===== config.mk =====
export PLATFORM = sky130hd
export DESIGN_NAME = pipeline_if_id_queue_flat
export DESIGN_NICKNAME = d
export VERILOG_FILES = /design/src/rtl/pipeline_pkg.sv /design/src/rtl/pipeline_if_id_queue_if.sv /design/src/rtl/pipeline_fifo_mem.sv /design/src/rtl/pipeline_if_id_queue.sv /design/src/flat_wrapper.sv
export SDC_FILE = /design/constraint.sdc
export NUM_CORES = 1
export LEC_CHECK = 0
export CAP_MARGIN = 20
export CORE_UTILIZATION = 45
export DETAILED_ROUTE_END_ITERATION = 10
export PLACE_DENSITY = 0.67
export SLEW_MARGIN = 30
export SYNTH_ARGS = -nofsm -noshare
export SYNTH_HDL_FRONTEND = slang
export SYNTH_SLANG_ARGS = --single-unit

===== constraint.sdc =====
create_clock -name clk -period 4.2 [get_ports clk]
set_input_delay 0.84 -clock clk [delete_from_list [all_inputs] [get_ports clk]]
set_output_delay 0.84 -clock clk [all_outputs]
set_load 0.05 [all_outputs]

===== src/rtl/pipeline_pkg.sv =====
// Shared definitions for the IF/ID instruction queue.
//   XLEN / ILEN : default PC and instruction widths
//   NOP_INSTR   : instruction presented to ID when no entry is valid (addi x0, x0, 0)
//   if_id_entry_t : one buffered {pc, instr} pair
package pipeline_pkg;

    localparam int XLEN = 64;
    localparam int ILEN = 32;

    localparam logic [ILEN-1:0] NOP_INSTR = 32'h0000_0013;

    typedef struct packed {
        logic [XLEN-1:0] pc;
        logic [ILEN-1:0] instr;
    } if_id_entry_t;

endpackage


===== src/rtl/pipeline_if_id_queue_if.sv =====
// Handshake bundle between the IF stage, the IF/ID queue and the ID stage.
//   master : the pipeline side (IF producer, ID consumer, EX flush source)
//   slave  : the queue itself
// Signals:
//   flush                                  branch taken; drop everything buffered
//   in_valid / pc_IF / instruction_IF      fetched instruction from IF
//   in_ready                               queue can accept (IF stall = !in_ready)
//   valid_ID / pc_ID / instruction_ID      head entry presented to ID
//   id_ready                               ID consumes the head this cycle
//   count                                  number of buffered entries
interface pipeline_if_id_queue_if #(
    parameter int DEPTH = 4,
    parameter int XLEN  = pipeline_pkg::XLEN,
    parameter int ILEN  = pipeline_pkg::ILEN
);
    import pipeline_pkg::*;

    logic                     flush;
    logic                     in_valid;
    logic [XLEN-1:0]          pc_IF;
    logic [ILEN-1:0]          instruction_IF;
    logic                     in_ready;
    logic                     valid_ID;
    logic [XLEN-1:0]          pc_ID;
    logic [ILEN-1:0]          instruction_ID;
    logic                     id_ready;
    logic [$clog2(DEPTH):0]   count;

    modport master (
        output flush, in_valid, pc_IF, instruction_IF, id_ready,
        input  in_ready, valid_ID, pc_ID, instruction_ID, count
    );

    modport slave (
        input  flush, in_valid, pc_IF, instruction_IF, id_ready,
        output in_ready, valid_ID, pc_ID, instruction_ID, count
    );

endinterface


===== src/rtl/pipeline_fifo_mem.sv =====
// DEPTH x WIDTH storage for the IF/ID queue.
// Registered write port, combinational (asynchronous) read port.
// Contents are never reset; the owner gates the read data with its own valid.
//   clk      clock
//   wr_en    write entry[wr_addr] with wr_data on the rising edge
//   wr_addr  write index
//   wr_data  write data
//   rd_addr  read index
//   rd_data  entry[rd_addr], combinational
module pipeline_fifo_mem #(
    parameter int DEPTH = 4,
    parameter int WIDTH = 96
) (
    input  logic                     clk,
    input  logic                     wr_en,
    input  logic [$clog2(DEPTH)-1:0] wr_addr,
    input  logic [WIDTH-1:0]         wr_data,
    input  logic [$clog2(DEPTH)-1:0] rd_addr,
    output logic [WIDTH-1:0]         rd_data
);
    import pipeline_pkg::*;

    logic [WIDTH-1:0] mem [DEPTH];

    always_ff @(posedge clk) begin
        if (wr_en) begin
            mem[wr_addr] <= wr_data;
        end
    end

    assign rd_data = mem[rd_addr];

endmodule


===== src/rtl/pipeline_if_id_queue.sv =====
// Instruction queue between IF and ID.
// Buffers {pc, instruction} pairs so IF keeps fetching while ID stalls, drops
// every buffered (wrong-path) entry on flush, and presents the oldest entry to
// ID with a valid/ready handshake. in_ready depends on the occupancy only, so
// a full queue never passes a push through even when ID pops that cycle.
// Ports:
//   clk    clock
//   reset  synchronous, active-low
//   bus    queue side (slave modport) of pipeline_if_id_queue_if
module pipeline_if_id_queue #(
    parameter int DEPTH = 4,
    parameter int XLEN  = pipeline_pkg::XLEN,
    parameter int ILEN  = pipeline_pkg::ILEN
) (
    input  logic                   clk,
    input  logic                   reset,
    pipeline_if_id_queue_if.slave  bus
);
    import pipeline_pkg::*;

    localparam int PTR_W = $clog2(DEPTH);
    localparam int CNT_W = PTR_W + 1;
    localparam int ENT_W = XLEN + ILEN;

    generate
        if (DEPTH < 2 || (DEPTH & (DEPTH - 1)) != 0) begin : g_bad_depth
            $error("pipeline_if_id_queue: DEPTH must be a power of 2 and at least 2");
        end
    endgenerate

    logic [PTR_W-1:0] wr_ptr;
    logic [PTR_W-1:0] rd_ptr;
    logic [CNT_W-1:0] count_q;
    logic             in_ready;
    logic             head_valid;
    logic             push;
    logic             pop;
    logic [ENT_W-1:0] head_entry;

    assign in_ready   = (count_q != CNT_W'(DEPTH));
    assign head_valid = (count_q != '0);
    assign push       = bus.in_valid && in_ready;
    assign pop        = head_valid && bus.id_ready;

    // Flush and reset both discard the instruction presented this cycle, so
    // the storage write is suppressed along with the pointer update.
    pipeline_fifo_mem #(
        .DEPTH (DEPTH),
        .WIDTH (ENT_W)
    ) u_mem (
        .clk     (clk),
        .wr_en   (push && reset && !bus.flush),
        .wr_addr (wr_ptr),
        .wr_data ({bus.pc_IF, bus.instruction_IF}),
        .rd_addr (rd_ptr),
        .rd_data (head_entry)
    );

    // Pointers wrap naturally because DEPTH is a power of 2.
    always_ff @(posedge clk) begin
        if (!reset || bus.flush) begin
            wr_ptr  <= '0;
            rd_ptr  <= '0;
            count_q <= '0;
        end else begin
            if (push) begin
                wr_ptr <= wr_ptr + PTR_W'(1);
            end
            if (pop) begin
                rd_ptr <= rd_ptr + PTR_W'(1);
            end
            case ({push, pop})
                2'b10:   count_q <= count_q + CNT_W'(1);
                2'b01:   count_q <= count_q - CNT_W'(1);
                default: count_q <= count_q;
            endcase
        end
    end

    // Stale storage is never exposed: an empty queue shows pc 0 and a NOP.
    assign bus.in_ready       = in_ready;
    assign bus.valid_ID       = head_valid;
    assign bus.pc_ID          = head_valid ? head_entry[ENT_W-1:ILEN] : '0;
    assign bus.instruction_ID = head_valid ? head_entry[ILEN-1:0]     : NOP_INSTR;
    assign bus.count          = count_q;

    a_count_bound: assert property (@(posedge clk) disable iff (!reset)
        count_q <= CNT_W'(DEPTH));

    a_no_push_full: assert property (@(posedge clk) disable iff (!reset)
        (count_q == CNT_W'(DEPTH)) |-> !push);

endmodule


===== src/flat_wrapper.sv =====
// flat-port wrapper written by rule: the top's interface ports become plain ports
module pipeline_if_id_queue_flat import pipeline_pkg::*;
#(
    parameter int DEPTH = 4,
    parameter int XLEN  = pipeline_pkg::XLEN,
    parameter int ILEN  = pipeline_pkg::ILEN
)
  (clk, reset, bus_flush, bus_in_valid, bus_pc_IF, bus_instruction_IF, bus_id_ready, bus_in_ready, bus_valid_ID, bus_pc_ID, bus_instruction_ID, bus_count);
  pipeline_if_id_queue_if #(.DEPTH(DEPTH), .XLEN(XLEN), .ILEN(ILEN)) bus_i ();
  input  logic clk;
  input  logic reset;
  input wire logic [$bits(bus_i.flush)-1:0] bus_flush;
  input wire logic [$bits(bus_i.in_valid)-1:0] bus_in_valid;
  input wire logic [$bits(bus_i.pc_IF)-1:0] bus_pc_IF;
  input wire logic [$bits(bus_i.instruction_IF)-1:0] bus_instruction_IF;
  input wire logic [$bits(bus_i.id_ready)-1:0] bus_id_ready;
  output wire logic [$bits(bus_i.in_ready)-1:0] bus_in_ready;
  output wire logic [$bits(bus_i.valid_ID)-1:0] bus_valid_ID;
  output wire logic [$bits(bus_i.pc_ID)-1:0] bus_pc_ID;
  output wire logic [$bits(bus_i.instruction_ID)-1:0] bus_instruction_ID;
  output wire logic [$bits(bus_i.count)-1:0] bus_count;
  assign bus_i.flush = bus_flush;
  assign bus_i.in_valid = bus_in_valid;
  assign bus_i.pc_IF = bus_pc_IF;
  assign bus_i.instruction_IF = bus_instruction_IF;
  assign bus_i.id_ready = bus_id_ready;
  assign bus_in_ready = bus_i.in_ready;
  assign bus_valid_ID = bus_i.valid_ID;
  assign bus_pc_ID = bus_i.pc_ID;
  assign bus_instruction_ID = bus_i.instruction_ID;
  assign bus_count = bus_i.count;
  pipeline_if_id_queue #(.DEPTH(DEPTH), .XLEN(XLEN), .ILEN(ILEN)) u_core (.clk(clk), .reset(reset), .bus(bus_i));
endmodule

* After elaboration in Yosys (flattened, before gate mapping)
Memories as Yosys holds them, arrays and structs flattened. A register that Yosys moved wholly into a read port is not among the register bits. Index checks and enable logic that the tools add are counted.
Storage, ports and cells: bits of input ports 101, memories 1, memory bits (writable) 384, word-level logic and storage cells 27, bits in latches 0, flip-flop bits (word level) 7, output and inout bits 101, ROM bits 0
Memories:
- u_core.u_mem.mem | depth 4, bits a word 96, rd ports 1, clocked after Yosys merged registers in 1, write ports 1, line pipeline_fifo_mem.sv:23 | logic [WIDTH-1:0] mem [DEPTH];
Operators by class: bitwise logic cells 0, $mul 0, div/mod/pow operators 0, order comparisons 0, equal/unequal tests 3, reductions and logical operators 9, multiplexer cells 7, shift operators 0, add/sub/neg operators 4
Operator list (number):
- $mux W64 | 1
- $mux W32 | 1
- $pmux W3 S2 | 1
- $add A2 B1 Y2 const B | 2
- $logic_and A1 B1 Y1 | 4
- $mux W2 | 2
- $add A3 B1 Y3 const B | 1
- $ne A3 B3 Y1 const B | 1
- $reduce_bool A3 Y1 | 1
- $sub A3 B1 Y3 const B | 1
- $eq A2 B1 Y1 const B | 1
- $eq A2 B2 Y1 const B | 1
- $logic_not A1 Y1 | 2
- $mux W1 | 2
- $reduce_bool A2 Y1 | 1
- $logic_or A1 B1 Y1 | 1

* Longest topological paths before layout
word-level depth 6, mapped depth 9, mapped depth without buffers 9

* Cells and area by module
A second synthesis with hierarchy kept.
Unflattened totals: cells, all modules 656, area, all modules 14976.9 sq um
By module, submodules not included:
- pipeline_fifo_mem | seq. area each 11531.1 sq um, times used 1, area an instance 13874.6 sq um, cells each 506
- pipeline_if_id_queue | seq. area each 140.1 sq um, times used 1, area an instance 1102.3 sq um, cells each 150

* Worst setup path before layout
Ideal clock, no wire load.
kind register to register, start point register u_core.count_q[0] (netlist: u_core.bus.count[0]), end point memory u_core.u_mem.mem[0][0], enable pin, setup time 0.466 ns, cell stages (with the launch flop) 4, data arrival time 3.839 ns, buffers on the path 0, slack -0.105 ns, path through dfxtp_1 -> or3b_1 -> and2_0 -> and3_1
Between the ends: longest elaborated chain between the ends 6
Ends and longest elaborated chain:
- from (decl) | line pipeline_if_id_queue.sv:33 | logic [CNT_W-1:0] count_q;
- from (signal assigned) | line pipeline_if_id_queue.sv:73 | 2'b10: count_q <= count_q + CNT_W'(1);
- from (signal assigned) | line pipeline_if_id_queue.sv:74 | 2'b01: count_q <= count_q - CNT_W'(1);
- from (signal assigned) | line pipeline_if_id_queue.sv:75 | default: count_q <= count_q;
- $ne A3 B3 Y1 | line pipeline_if_id_queue.sv:40 | assign in_ready = (count_q != CNT_W'(DEPTH));
- net bus_in_ready | line flat_wrapper.sv:17 | output wire logic [$bits(bus_i.in_ready)-1:0] bus_in_ready;
- $logic_and A1 B1 Y1 | line pipeline_if_id_queue.sv:42 | assign push = bus.in_valid && in_ready;
- $logic_and A1 B1 Y1 (2 in series) | line pipeline_if_id_queue.sv:52 | .wr_en (push && reset && !bus.flush),
- $mux W1 | line pipeline_fifo_mem.sv:26 | if (wr_en) begin
- $mux W1 (implied by the code) | line pipeline_fifo_mem.sv:27 | mem[wr_addr] <= wr_data;
- to (decl) | line pipeline_fifo_mem.sv:23
The timed path passes the listed nets, and every way through them passes these cells.

==> results.md <==
* Status: finished, final reports clean
* Top post-synthesis cells by area: edfxtp_1 (77%), mux4_2 (14%), and2_1 (3.9%)
* First-pass DRT Iterations at 6
* CP delay by family, top: buffers and inverters
* Worst-path clk slew at 0.06 ns
* Psw at 1.80 mW
* Fin crit share at 0.912
* Leak at 5.94 nW
* Slowest Stage Delay on Critical Path at 0.73 ns
* Final min period at 3.83 ns
* Gpl congestion at 0.712
* Final Hold Fails at 0
* Vias in the first global route at 7,394
* CP endpoint kind: primary output
* First-pass GRT wire length at 42,900 um
* Critical-path top delay cell: dfxtp_4
* Unrepaired setup endpoints after global routing: no
* Gr usage total at 0.170
* Place WS at 0.824 ns
* Root Driver: clkbuf_16
* DRC viols at 0
* Syn Area/Cell at 22.6 um^2
* Post-synthesis sequential area ratio at 0.783
* CP Launch Type: register
* Sw frac at 0.212
* Synth Register Bits at 393
* Number of CTS-inserted buffers at 41
* Worst hold slack at 0.497 ns
* Clk sinks at 393
* Via count at 7,075
* Diode count at 0
* Cells on Worst Hold Path at 2
* Sequential share of power at 0.515
* Top FF cell, synth: edfxtp_1
* Routed wire length at 28,500 um
* Syn nets at 770
* Hold_buf cts at 0
* Final Slew Violations at 0
* Number of synthesized flops with an enable pin at 384
* Max-cap viol count at 0
* Share of the synthesized area in the top cell type at 0.771
* Slew @ Worst Pin at 0.609 ns
* Postcts setup bufs at 0
* Post-synth cell types at 28
* Critical path fanouts, max at 24
* Largest net degree at the start of global routing at 97
* CTS tree: yes
* Die H at 184 um
* P&R area growth vs syn at 26.8%
* IO Count at 202
* Setup Crit Path Kind: register to primary output
* Post-DP HPWL at 16,900 um
* Crit path cell chain: buf_4, mux4_2, and2_1, clkdlybuf4s50_1
* Cells after Synth at 663
* CP arrival at 2.99 ns
* R2R Setup Slk at 1.67 ns
* Starting Density at 0.459
* Cell Pwr Density at 446 mW/mm^2
* Worst skew pair latency at 0.52 ns
* Die Area at 0.0340 mm^2
* Overall Power at 8.46 mW
* GRT overflow at 0
* Buffers on Ports at 201
* Antenna Nets Post-Route at 0
* DR WL/cell at 20.8 um
* Top-count cell post-synth: edfxtp_1
* Layout cell share with drive strength beyond 1 at 0.194
* Die X at 184 um
* First DRT Iteration DRCs at 351
* Area of the mapped netlist at 0.0150 mm^2
* Yosys warns at 0
* # resized after CTS at 0
* Hold path startpoint: u_core.rd_ptr[0]$_SDFFE_PP0P_
* Bufs and invs on worst path at 2
* Vias per cell at 5.17
* Part of the power in combinational logic at 0.077
* Async set or reset register ratio after synthesis at 0
* Worst R2R Path Depth at 10
* Util after Layout at 0.582
* Antenna violations before repair at 1
* Worst hold path type: register to register
* Setup TNS at 0 ns
* Worst VDD drop at 0.461 mV
* Fill cell count at 2,399
* Final setup viols at 0
* Final WS setup at 0.370 ns
* Synth area leader: edfxtp_1
* Worst endpoint required time at 3.36 ns
* CTS Buffer Depth at 3
* Clk pwr share at 0.408
* Core Area at 0.0326 mm^2
* Row count at 66
* Final #Nets at 1,001
* P_int at 6.67 mW
* Clk_skew at 0.0200 ns
* Top post-synthesis cells by count: edfxtp_1 (384), mux4_2 (96), and2_1 (94), clkbuf_1 (15), buf_2 (11)
* Reg2reg end: u_core.bus.count[2]$_SDFFE_PP0P_
* Max Clk Rate at 261 MHz
* Rel. slew slack at 0.592
* H-tree levels at 2
* Launching point of the worst reg2reg path: u_core.bus.count[0]$_SDFFE_PP0P_
-- cell usage in the layout (no fill, tap or decap), types with 4 or more instances in the layout --
cell / Yosys / layout
edfxtp_1: 384 / 384
clkdlybuf4s50_1: 0 / 201
mux4_2: 96 / 96
and2_1: 94 / 94
clkbuf_16: 0 / 43
buf_12: 1 / 13
clkinv_1: 0 / 10
clkbuf_1: 15 / 9
clkinv_2: 0 / 7
buf_4: 0 / 7
dfxtp_1: 9 / 7
inv_1: 7 / 6
o21ai_0: 5 / 5
ha_1: 5 / 5
and3_4: 0 / 4
-- worst register-to-register path: stages (launching register included) --
cell	delay, ns
dfxtp_1	0.43
nor3_2	0.13
inv_2	0.08
buf_12	0.35
and2_1	0.24
ha_1	0.20
inv_1	0.07
fa_1	0.38
xor2_1	0.15
or3_1	0.31
a21oi_1	0.14
-- power by group through the flow --
stage	clock (mW)	sequential, mW	combinational [mW]
floorplan	0	4.44	0.355
CTS	3.54	4.36	0.658
global placement	0	4.44	0.647
global route	3.70	4.36	0.682
finish	3.45	4.36	0.648
detailed placement	0	4.44	0.655
-- cell families (layout without fill, tap and decap cells) --
| group | Yosys count | in the layout | share of synthesized area |
|---|---|---|---|
| DFF | 393 | 393 | 0.783 |
| and+or+nand+nor | 117 | 117 | 0.0485 |
| muxes | 96 | 96 | 0.144 |
| buffers and inverters | 40 | 303 | 0.0145 |
| AOI/OAI and AO/OA | 9 | 9 | 0.00318 |
| adders and majority gates | 6 | 6 | 0.00552 |
| xor gates and xnor gates | 2 | 2 | 0.00117 |
-- cell type report --
class                           instances  area, um^2  share of cell area
Clock inverter                         23         188             0.00989
Multi-Input combinational cell        230        3060               0.161
Sequential cell                       393       11700               0.618
Inverter                                7        26.3             0.00138
Timing Repair Buffer                  221        2320               0.123
Tap cell                              442         553              0.0291
Clock buffer                           52        1110              0.0585
-- layer usage --
layer  vias to the layer above  share of wire  global-route usage
li1                       3170              -                   -
met1                      3669           0.42               0.222
met2                       191           0.50               0.288
met3                        45          0.054              0.0330
met4                         0          0.024              0.0520
met5                         -              0                   0
-- worst max-delay path by stage --
stage	start	endpoint	slack, ns	cells past startpoint
finish	register	bus_instruction_ID[9]	0.37	4
global route	register	bus_instruction_ID[9]	0.18	4
CTS	register	bus_instruction_ID[9]	0.27	4
detailed placement	register	bus_instruction_ID[12]	0.82	4
global placement	register	bus_instruction_ID[12]	0.84	4
floorplan	u_core.bus.count[0]$_SDFFE_PP0P_	u_core.u_mem.mem[0][0]$_DFFE_PP_	0.98	3
-- per-stage QoR --
stage | area [um^2] | std cells
final | 19000 | 1368
after global routing | 19000 | 1368
after CTS | 19000 | 1368
after detailed placement | 17700 | 1293
after global placement | 17700 | 1293
after floorplan | 15000 | 663
-- registers in the layout, summed over array words and instances (netlist names), named ones only --
register	count
u_core.rd_ptr	2
u_core.bus.count	3
u_core.u_mem.mem	384
u_core.wr_ptr	2
(Power assumes the default switching activity.)
==> variant (config.mk and constraints unchanged) <==
The package constant `ILEN` goes from 32 to 16.
--- a/src/rtl/pipeline_pkg.sv
+++ b/src/rtl/pipeline_pkg.sv
@@ -5,7 +5,7 @@
 package pipeline_pkg;
 
     localparam int XLEN = 64;
-    localparam int ILEN = 32;
+    localparam int ILEN = 16;
 
     localparam logic [ILEN-1:0] NOP_INSTR = 32'h0000_0013;
 
Interface: changed (resized bus_instruction_ID and bus_instruction_IF); port bits go from 202 to 170. No check against the original RTL was run, so the function may have changed too.
==> variant against the unedited design <==
  * Die area down 14%
  * Register-to-register slack worse by 0.08 ns
  * Via count down 14%
  * Synthesized area down 15%
  * Worst hold slack worse by 0.011 ns
  * Setup slack better by 0.053 ns
  * Total power down 15%
  * Sequential cell count down 64
  * Count of clock-buffer cells in the layout down 2
  * Final area down 15%
  * Wire length down 14%
==> variant: results (changes against the unedited design) <==
Critical path destination = bus_pc_ID[19]
switching part of the total power = 0.213 (+0.00130)
WL met2 = 11800 µm (-18%)
routability cong. = 0.741 (+4.1%)
count of flip-flops with a built-in enable after synthesis = 320 (-17%)
data arrival time of the critical path = 2.94 ns (-0.05 ns)
number of buffers created by CTS = 36 (-12%)
global-route track usage on met1 = 0.239 (+0.0172)
result of the run = finished, final reports clean
distinct cell type count after synthesis = 31 (+11%)
synthesized-area fraction occupied by ao, oa, aoi and oai cells = 0.00372 (+0.000544)
number of flip-flops under the largest register name = 320 (-17%)
Placed Instance Area = 15000 µm² (-15%)
post-synthesis sequential area ratio = 0.766 (-0.0164)
number of filler cells placed in the layout = 2059 (-14%)
Critical Path Max Stage Delay = 0.70 ns (-0.03 ns)
IO Port Bufs = 169 (-16%)
wire length reported by the detailed router = 24600 µm (-14%)
type of the worst min-delay path = flip-flop to flip-flop
DP HPWL = 14800 µm (-12%)
Post-Syn Nets = 652 (-15%)
worst reg-to-reg path cell count = 9 (-1)
post-DR vias/cell = 5.20 (+0.53%)
violation count after the first detailed-route iteration = 451 (+28%)
ranking of synthesized cells by instance count = 320 x edfxtp_1, 78 x and2_1, 42 x mux4_2
Power Combinational = 0.547 mW (-16%)
# nets final = 850 (-15%)
routed wire length on met3 = 1430 µm (-6.7%)
R2R setup slack = 1.59 ns (-0.08 ns)
min Tclk post-route = 3.78 ns (-0.0531 ns)
main area contributors after synthesis = edfxtp_1 75%, mux4_1 7.8%, mux4_2 7.4%, and2_1 3.8%, dfxtp_1 1.4%
overall global routing resource usage = 0.175 (+0.00470)
worst slack at placement = 0.903 ns (+0.0790 ns)
leakage = 5.13 nW (-14%)
maximum number of pins on one net before global-route repair = 52 (-46%)
CP max-delay cell = clkdlybuf4s50_1
final setup skew = 0.00970 ns (-0.0103 ns)
normalized max-slew margin = 0.554 (-0.0388)
fraction of layout instances using a drive strength above 1 = 0.152 (-0.0428)
first-pass GRT wire length = 37600 µm (-12%)
adder-cell area share of the yosys netlist = 0.00646 (+0.000945)
worst voltage drop across the vdd grid = 312 µV (-32%)
met1 wire length = 10900 µm (-8.1%)
Max FO, Critical Path = 20 (-17%)
vias in the first global route = 6626 (-10%)
xor and xnor fraction of the mapped netlist area = 0.00137 (+0.000201)
met3 global-route usage = 0.0393 (+0.00633)
Clock group = 2.96 mW (-14%)
met2 track demand over resource in global routing = 0.282 (-0.00620)
share of synthesized area spent on multiplexers = 0.152 (+0.00771)
First-pass DRT Iterations = 4 (-2)
variant: cell types whose count changed in the layout (fill, tap and decap cells not counted), moves of 5 or more:
cell and delta:
edfxtp_1 -64, mux4_2 -54, mux4_1 +38, clkdlybuf4s50_1 -32
and2_1 -16, clkinv_1 -8, clkbuf_16 -6, buf_12 -5
variant: layout make-up:
cell class | instances | area share
multi-input combinational | 198 | 0.170
tap | 378 | 0.0294
clock buffer | 50 | 0.0612
timing repair buffer | 187 | 0.120
inverter | 7 | 0.00163
clock inverter | 14 | 0.00778
sequential | 329 | 0.609
antenna | 2 | 0.000311
variant: per-stage QoR:
stage	hold WS, ns	total power [mW]	util	std cells
after CTS	0.493	7.23	0.577	1163
after global routing	0.517	7.38	0.577	1163
final	0.485	7.15	0.577	1165
after global placement	0.463	4.25	0.537	1099
after detailed placement	0.478	4.27	0.537	1099
after floorplan	0.459	4.02	-	561
